### config.mk
export PLATFORM = sky130hd
export DESIGN_NAME = inst_encoder
export DESIGN_NICKNAME = d
export VERILOG_FILES = /design/src/rtl/inst_encoder.sv
export SDC_FILE = /design/constraint.sdc
export NUM_CORES = 1
export LEC_CHECK = 0
export CAP_MARGIN = 30
export CORE_ASPECT_RATIO = 2
export CORE_MARGIN = 4
export CORE_UTILIZATION = 45
export DETAILED_ROUTE_END_ITERATION = 7
export GPL_TIMING_DRIVEN = 0
export PLACE_DENSITY = 0.75
export SETUP_SLACK_MARGIN = 0.02
export SYNTH_ARGS = -nofsm -noshare
export SYNTH_HDL_FRONTEND = slang
export SYNTH_SLANG_ARGS = --single-unit
### constraint.sdc
create_clock -name clk -period 3.71 [get_ports clk]
set_clock_uncertainty 0.05 [all_clocks]
set_input_delay 0.742 -clock clk [delete_from_list [all_inputs] [get_ports clk]]
set_output_delay 0.742 -clock clk [all_outputs]
set_load 0.01 [all_outputs]
### src/rtl/inst_encoder.sv
// rtl/inst_encoder.sv - RV32I+Zicsr instruction encoder feeding a small valid/ready FIFO.
module inst_encoder #(
  parameter int DEPTH = 2
) (
  input  logic                     clk,
  input  logic                     rst,
  input  logic                     in_valid,
  output logic                     in_ready,
  input  logic [47:0]              inst_flags,
  input  logic [4:0]               rd,
  input  logic [4:0]               rs1,
  input  logic [4:0]               rs2,
  input  logic [31:0]              imm,
  output logic                     out_valid,
  input  logic                     out_ready,
  output logic [31:0]              out_inst,
  output logic                     out_err,
  output logic [7:0]               err_count,
  output logic [$clog2(DEPTH):0]   level
);

  localparam int AW = $clog2(DEPTH);
  localparam int PW = AW + 1;

  typedef enum logic [2:0] {F_R, F_I, F_SH, F_S, F_B, F_U, F_J, F_FIX} fmt_t;

  logic [5:0]  sel;
  logic        malformed;
  fmt_t        fmt;
  logic [6:0]  opc;
  logic [2:0]  f3;
  logic [6:0]  f7;
  logic [31:0] fixed_word;
  logic [31:0] enc_word;

  // Index of the set flag; only meaningful when exactly one flag is set.
  always_comb begin
    sel = '0;
    for (int i = 0; i < 48; i++) begin
      if (inst_flags[i]) sel = 6'(i);
    end
  end

  assign malformed = ($countones(inst_flags) != 1);

  always_comb begin
    fmt        = F_FIX;
    opc        = 7'h00;
    f3         = 3'd0;
    f7         = 7'h00;
    fixed_word = 32'h0000_0000;
    case (sel)
      6'd0:  begin fmt = F_B;  opc = 7'h63; f3 = 3'd0; end
      6'd1:  begin fmt = F_B;  opc = 7'h63; f3 = 3'd5; end
      6'd2:  begin fmt = F_B;  opc = 7'h63; f3 = 3'd7; end
      6'd3:  begin fmt = F_B;  opc = 7'h63; f3 = 3'd4; end
      6'd4:  begin fmt = F_B;  opc = 7'h63; f3 = 3'd6; end
      6'd5:  begin fmt = F_B;  opc = 7'h63; f3 = 3'd1; end
      6'd6:  begin fmt = F_I;  opc = 7'h67; f3 = 3'd0; end
      6'd7:  begin fmt = F_J;  opc = 7'h6F; end
      6'd8:  begin fmt = F_U;  opc = 7'h17; end
      6'd9:  begin fmt = F_I;  opc = 7'h13; f3 = 3'd0; end
      6'd10: begin fmt = F_I;  opc = 7'h13; f3 = 3'd7; end
      6'd11: begin fmt = F_I;  opc = 7'h13; f3 = 3'd6; end
      6'd12: begin fmt = F_SH; opc = 7'h13; f3 = 3'd1; end
      6'd13: begin fmt = F_I;  opc = 7'h13; f3 = 3'd2; end
      6'd14: begin fmt = F_I;  opc = 7'h13; f3 = 3'd3; end
      6'd15: begin fmt = F_SH; opc = 7'h13; f3 = 3'd5; f7 = 7'h20; end
      6'd16: begin fmt = F_SH; opc = 7'h13; f3 = 3'd5; end
      6'd17: begin fmt = F_I;  opc = 7'h13; f3 = 3'd4; end
      6'd18: begin fmt = F_R;  opc = 7'h33; f3 = 3'd0; end
      6'd19: begin fmt = F_R;  opc = 7'h33; f3 = 3'd7; end
      6'd20: begin fmt = F_R;  opc = 7'h33; f3 = 3'd6; end
      6'd21: begin fmt = F_R;  opc = 7'h33; f3 = 3'd1; end
      6'd22: begin fmt = F_R;  opc = 7'h33; f3 = 3'd2; end
      6'd23: begin fmt = F_R;  opc = 7'h33; f3 = 3'd3; end
      6'd24: begin fmt = F_R;  opc = 7'h33; f3 = 3'd5; f7 = 7'h20; end
      6'd25: begin fmt = F_R;  opc = 7'h33; f3 = 3'd5; end
      6'd26: begin fmt = F_R;  opc = 7'h33; f3 = 3'd0; f7 = 7'h20; end
      6'd27: begin fmt = F_R;  opc = 7'h33; f3 = 3'd4; end
      6'd28: begin fmt = F_U;  opc = 7'h37; end
      6'd29: begin fmt = F_I;  opc = 7'h03; f3 = 3'd0; end
      6'd30: begin fmt = F_I;  opc = 7'h03; f3 = 3'd4; end
      6'd31: begin fmt = F_I;  opc = 7'h03; f3 = 3'd1; end
      6'd32: begin fmt = F_I;  opc = 7'h03; f3 = 3'd5; end
      6'd33: begin fmt = F_I;  opc = 7'h03; f3 = 3'd2; end
      6'd34: begin fmt = F_S;  opc = 7'h23; f3 = 3'd0; end
      6'd35: begin fmt = F_S;  opc = 7'h23; f3 = 3'd1; end
      6'd36: begin fmt = F_S;  opc = 7'h23; f3 = 3'd2; end
      // CSR forms share the I layout: csr address in [31:20], rs1 or uimm in [19:15].
      6'd37: begin fmt = F_I;  opc = 7'h73; f3 = 3'd3; end
      6'd38: begin fmt = F_I;  opc = 7'h73; f3 = 3'd7; end
      6'd39: begin fmt = F_I;  opc = 7'h73; f3 = 3'd2; end
      6'd40: begin fmt = F_I;  opc = 7'h73; f3 = 3'd6; end
      6'd41: begin fmt = F_I;  opc = 7'h73; f3 = 3'd1; end
      6'd42: begin fmt = F_I;  opc = 7'h73; f3 = 3'd5; end
      6'd43: fixed_word = 32'h0010_0073;
      6'd44: fixed_word = 32'h0000_0073;
      6'd45: fixed_word = 32'h3020_0073;
      6'd46: fixed_word = 32'h1020_0073;
      6'd47: fixed_word = 32'h1050_0073;
      default: fixed_word = 32'h0000_0000;
    endcase
  end

  always_comb begin
    enc_word = 32'h0000_0000;
    case (fmt)
      F_R:   enc_word = {f7, rs2, rs1, f3, rd, opc};
      F_I:   enc_word = {imm[11:0], rs1, f3, rd, opc};
      F_SH:  enc_word = {f7, imm[4:0], rs1, f3, rd, opc};
      F_S:   enc_word = {imm[11:5], rs2, rs1, f3, imm[4:0], opc};
      F_B:   enc_word = {imm[12], imm[10:5], rs2, rs1, f3, imm[4:1], imm[11], opc};
      F_U:   enc_word = {imm[31:12], rd, opc};
      F_J:   enc_word = {imm[20], imm[10:1], imm[11], imm[19:12], rd, opc};
      F_FIX: enc_word = fixed_word;
      default: enc_word = 32'h0000_0000;
    endcase
    if (malformed) enc_word = 32'h0000_0000;
  end

  logic [31:0]   mem_inst [DEPTH];
  logic          mem_err  [DEPTH];
  logic [PW-1:0] wr_ptr;
  logic [PW-1:0] rd_ptr;
  logic          full;
  logic          empty;
  logic          push;
  logic          pop;

  assign full  = (wr_ptr[AW] != rd_ptr[AW]) && (wr_ptr[AW-1:0] == rd_ptr[AW-1:0]);
  assign empty = (wr_ptr == rd_ptr);
  assign push  = in_valid && !full;
  assign pop   = out_valid && out_ready;

  assign in_ready  = !full;
  assign out_valid = !empty;
  assign level     = wr_ptr - rd_ptr;
  assign out_inst  = mem_inst[rd_ptr[AW-1:0]];
  assign out_err   = mem_err[rd_ptr[AW-1:0]];

  always_ff @(posedge clk or posedge rst) begin
    if (rst) begin
      wr_ptr    <= '0;
      rd_ptr    <= '0;
      err_count <= 8'd0;
      for (int i = 0; i < DEPTH; i++) begin
        mem_inst[i] <= 32'h0000_0000;
        mem_err[i]  <= 1'b0;
      end
    end else begin
      if (push) begin
        mem_inst[wr_ptr[AW-1:0]] <= enc_word;
        mem_err[wr_ptr[AW-1:0]]  <= malformed;
        wr_ptr                   <= wr_ptr + PW'(1);
        if (malformed && err_count != 8'hFF) err_count <= err_count + 8'd1;
      end
      if (pop) rd_ptr <= rd_ptr + PW'(1);
    end
  end

endmodule

==> impl_summary.log <==
[metrics] result of the run: finished, violations left
[metrics] violated checks: DRC, capacitance limit, setup timing
[metrics] placeable core region: 13970 um^2
[metrics] DR WL met2: 13900 um
[metrics] Period Utilization, post-route: 1.756
[metrics] net switching component of the power: 3.216 mW
[metrics] Yosys top cell area share: 0.2949
[metrics] Worst Slack Setup Final: -2.806 ns
[metrics] uppermost routed layer: met4
[metrics] Util after Layout: 0.6549
[metrics] start-to-end type of the worst setup path: input pin to flop
[metrics] DRC violation count after routing: 1
[metrics] Setup Total Neg Slack: -189.44 ns
[metrics] final hold violation count: 0
[metrics] met3 wire length: 1730 um
[metrics] number of sinks handled by clock tree synthesis: 76
[metrics] clock network fraction of design power: 0.111
[metrics] per-instance average area after synthesis: 8.621 um^2
[metrics] global-route wire length before repair: 38460 um
[metrics] count of pins on the block boundary: 144
[metrics] total number of H-tree levels: 3
[metrics] latest clock arrival within the worst-skew pair: 0.34 ns
[metrics] routed metal-1 wire length: 7941 um
[metrics] worst relative slew slack: 0.02985
[metrics] overall die area: 16430 um^2
[metrics] number of slew-limit violations in the final report: 0
[metrics] reg-to-reg critical path startpoint: wr_ptr[0]
[metrics] power share of the combinational group: 0.723
[metrics] critical path startpoint category: input pin
[metrics] Worst path most repeated cell: sky130_fd_sc_hd__fa_1
[metrics] Pwr per Cell Area: 779.6 nW/um^2
[metrics] number of vias in the routed layout: 6964
[metrics] unrepaired setup endpoints after global routing: true
[metrics] endpoint of the worst-slack reg-to-reg timing path: mem_inst[37]
[metrics] switching power share of the total: 0.4509
[metrics] global routing usage summed across all routing layers: 0.3091
[metrics] post-layout min period: 6.516 ns
[metrics] clock edge transition at the registers on the reported setup and hold paths: 0.06 ns
[metrics] input/output buffers: 143
[metrics] Total Power Consumption: 7.132 mW
[metrics] remaining antenna violation count after routing: 0
[metrics] critical path, cell by cell: buf_12 > fa_1 > inv_1 > fa_1 > inv_1 > fa_1 > inv_2 > fa_1 > inv_2 > fa_1 > fa_1 > inv_1 > fa_1 > inv_1 > ha_2 > inv_2 > fa_1 > nor4b_4 > nand3_2 > or2_4 > buf_4 > nor2_4 > nand4_1 > a31oi_1
[metrics] clock tree from TritonCTS: done
[metrics] final non-filler cell total: 1131
[metrics] delay of the slowest cell on the worst path: 0.53 ns
[metrics] Placed Instances: 1081
[metrics] die span in x: 92.65 um
[metrics] maximum fanout count along the critical path: 6
[metrics] detailed-route vias per instance: 6.157
[metrics] initial antenna violation count: 0
[metrics] path depth of the worst reg2reg path: 8
[metrics] final routed wire length divided by cell count: 22.89 um
[metrics] Slowest-stage cell, CP: sky130_fd_sc_hd__fa_1
[metrics] sequential share of the synthesized area: 0.2949
[metrics] measured slew at the worst slew-check pin: 1.419 ns
[metrics] vias in the first global route: 7198
[metrics] required time worst endpoint: 3.92 ns
[metrics] Async S/R FF share, synth: 1.000
[metrics] hold-fix buffer count after cts: 0
[metrics] gate count of the mapped netlist: 748
[metrics] Worst Hold Depth: 2
[metrics] floorplan row count: 61
[metrics] buffer type at the clock tree root: sky130_fd_sc_hd__clkbuf_16
[metrics] Hold EP: mem_inst[45]
[metrics] Starting DRT DRC Count: 398
[metrics] deepest clock path buffer count: 2
[metrics] kind of path behind the tightest hold check: flop to flop
[metrics] vertical die dimension: 177.3 um
[metrics] remaining global-route overflow: 0
[metrics] Netlist Area Pre-Place: 6449 um^2
[metrics] share of cells above drive strength 1: 0.2144
[metrics] nets@finish: 1087
[metrics] Yosys reg bits: 76
[metrics] post-synthesis cell type with the largest combined area: sky130_fd_sc_hd__dfrtp_1
[metrics] top_reg_cell synth: sky130_fd_sc_hd__dfrtp_1
[metrics] antenna cells: 0
[metrics] minimum setup slack among reg-to-reg paths: 1.00 ns
[metrics] CTS buffer count: 9
[metrics] Crit. End Element: flop
[metrics] Yosys warning total: 0
[metrics] relative contribution of sequential cells to total power: 0.166
[metrics] Int Power: 3.916 mW
[metrics] IR drop worst, VDD: 0.6347 mV
[metrics] pin count of the biggest net entering global routing: 53
[metrics] RePlAce Congestion: 1.020
[metrics] Leakage: 3.837 nW
[metrics] net count after synthesis: 898
[metrics] dominant cells by area after synthesis: sky130_fd_sc_hd__dfrtp_1 (29%), sky130_fd_sc_hd__fa_1 (12%), sky130_fd_sc_hd__mux2_2 (5.9%)
[metrics] Maximum Capacitance Violations: 1
[metrics] number of library cell types mapped by synthesis: 76
[metrics] Syn-to-layout area delta: 41.85%
[metrics] achievable frequency: 153.5 MHz
[metrics] Initial Utilization: 0.4617
[metrics] number of enable-type register cells in the synthesized netlist: 0
[metrics] start point of the worst hold path: mem_inst[45]
[metrics] first-pass detailed-route iteration total: 8
[metrics] wire length reported by the detailed router: 25890 um
[metrics] half-perimeter wire length after detailed placement: 19740 um
[metrics] Data arrival, critical path: 6.72 ns
[metrics] synth cell count leaders: sky130_fd_sc_hd__dfrtp_1 (76), sky130_fd_sc_hd__inv_1 (76), sky130_fd_sc_hd__nor2_1 (69)
[metrics] Setup Viol. Count Final: 72
==> critical path, delay by kind of cell <==
family,cells,cell delay (ns)
fa+ha+maj,9,4.08
simple gates,5,1.02
buf+inv,9,0.63
compound gates,1,0.25
==> placed cells by master (no fill, tap or decap), types with 19 or more instances in the layout <==
master,instances
sky130_fd_sc_hd__nand2_1,52
sky130_fd_sc_hd__o21ai_0,24
sky130_fd_sc_hd__nor2_1,57
sky130_fd_sc_hd__a21oi_1,30
sky130_fd_sc_hd__mux2_2,33
sky130_fd_sc_hd__o21ai_1,29
sky130_fd_sc_hd__buf_6,19
sky130_fd_sc_hd__a31oi_1,20
sky130_fd_sc_hd__fa_1,38
sky130_fd_sc_hd__inv_1,70
sky130_fd_sc_hd__dfrtp_1,76
sky130_fd_sc_hd__buf_4,20
sky130_fd_sc_hd__clkdlybuf4s50_1,114
sky130_fd_sc_hd__a22oi_1,23
sky130_fd_sc_hd__nand3_1,25
==> worst max path at each step <==
stage                    from            to  slack [ns]  depth (start not counted)
6_report       inst_flags[37]  mem_inst[55]       -2.81                         24
5_1_grt        inst_flags[37]  mem_inst[55]       -3.00                         24
2_1_floorplan  inst_flags[41]   mem_inst[7]       -2.77                         23
3_5_place_dp   inst_flags[37]  mem_inst[50]       -4.28                         24
3_3_place_gp   inst_flags[35]  mem_inst[48]       -4.16                         24
4_1_cts        inst_flags[19]  mem_inst[57]       -2.91                         23
==> repair_timing <==
action,in CTS,in global routing
pin swaps,58,31
resized for setup,210,44
setup endpoints to repair,72,72
setup buffers,25,9
hold endpoints to repair,0,0
==> per-layer routing <==
layer | vias up | GRT usage
met3 | 134 | 0.05134
li1 | 3099 | -
met5 | - | 0
met2 | 405 | 0.5720
met4 | 0 | 0.2550
met1 | 3326 | 0.2885
==> sequential cells by signal (all words and copies together), names as in the netlist <==
| register | flops |
|---|---|
| mem_err | 2 |
| mem_inst | 62 |
| rd_ptr | 2 |
| err_count | 8 |
| wr_ptr | 2 |
==> logic make-up after synthesis <==
group / synth area share
simple gates: 0.1834
compound gates: 0.2311
buf+inv: 0.06325
flops: 0.2949
fa+ha+maj: 0.1444
mux: 0.06403
xor+xnor: 0.01901
==> per-stage QoR <==
step | setup WS [ns] | area [um^2] | hold slack [ns]
finish | -2.806 | 9148 | 0.4345
global route | -2.995 | 9148 | 0.4495
CTS | -2.905 | 8876 | 0.4274
detailed placement | -4.283 | 8244 | 0.4140
global placement | -4.159 | 8214 | 0.4035
floorplan | -2.772 | 6546 | 0.3914
==> area by class of cell <==
class / instances / area [um^2]
flip-flops and latches: 76 / 1902
well taps: 189 / 236.5
multi-input cells: 567 / 4573
plain buffers: 26 / 122.6
clock buffers: 9 / 225.2
fillers: 1147 / 4820
inverters: 78 / 295.3
repair buffers: 179 / 1749
clock inverters: 7 / 43.79
==> power groups by stage <==
stage	Sequential [mW]	Clock (mW)	Combinational [mW]
3_3_place_gp	1.17	0	3.78
5_1_grt	1.21	0.830	5.66
4_1_cts	1.17	0.795	4.52
3_5_place_dp	1.18	0	3.89
2_1_floorplan	1.16	0	2.47
6_report	1.18	0.794	5.16
Note: power is estimated with default switching activity, not from simulation.
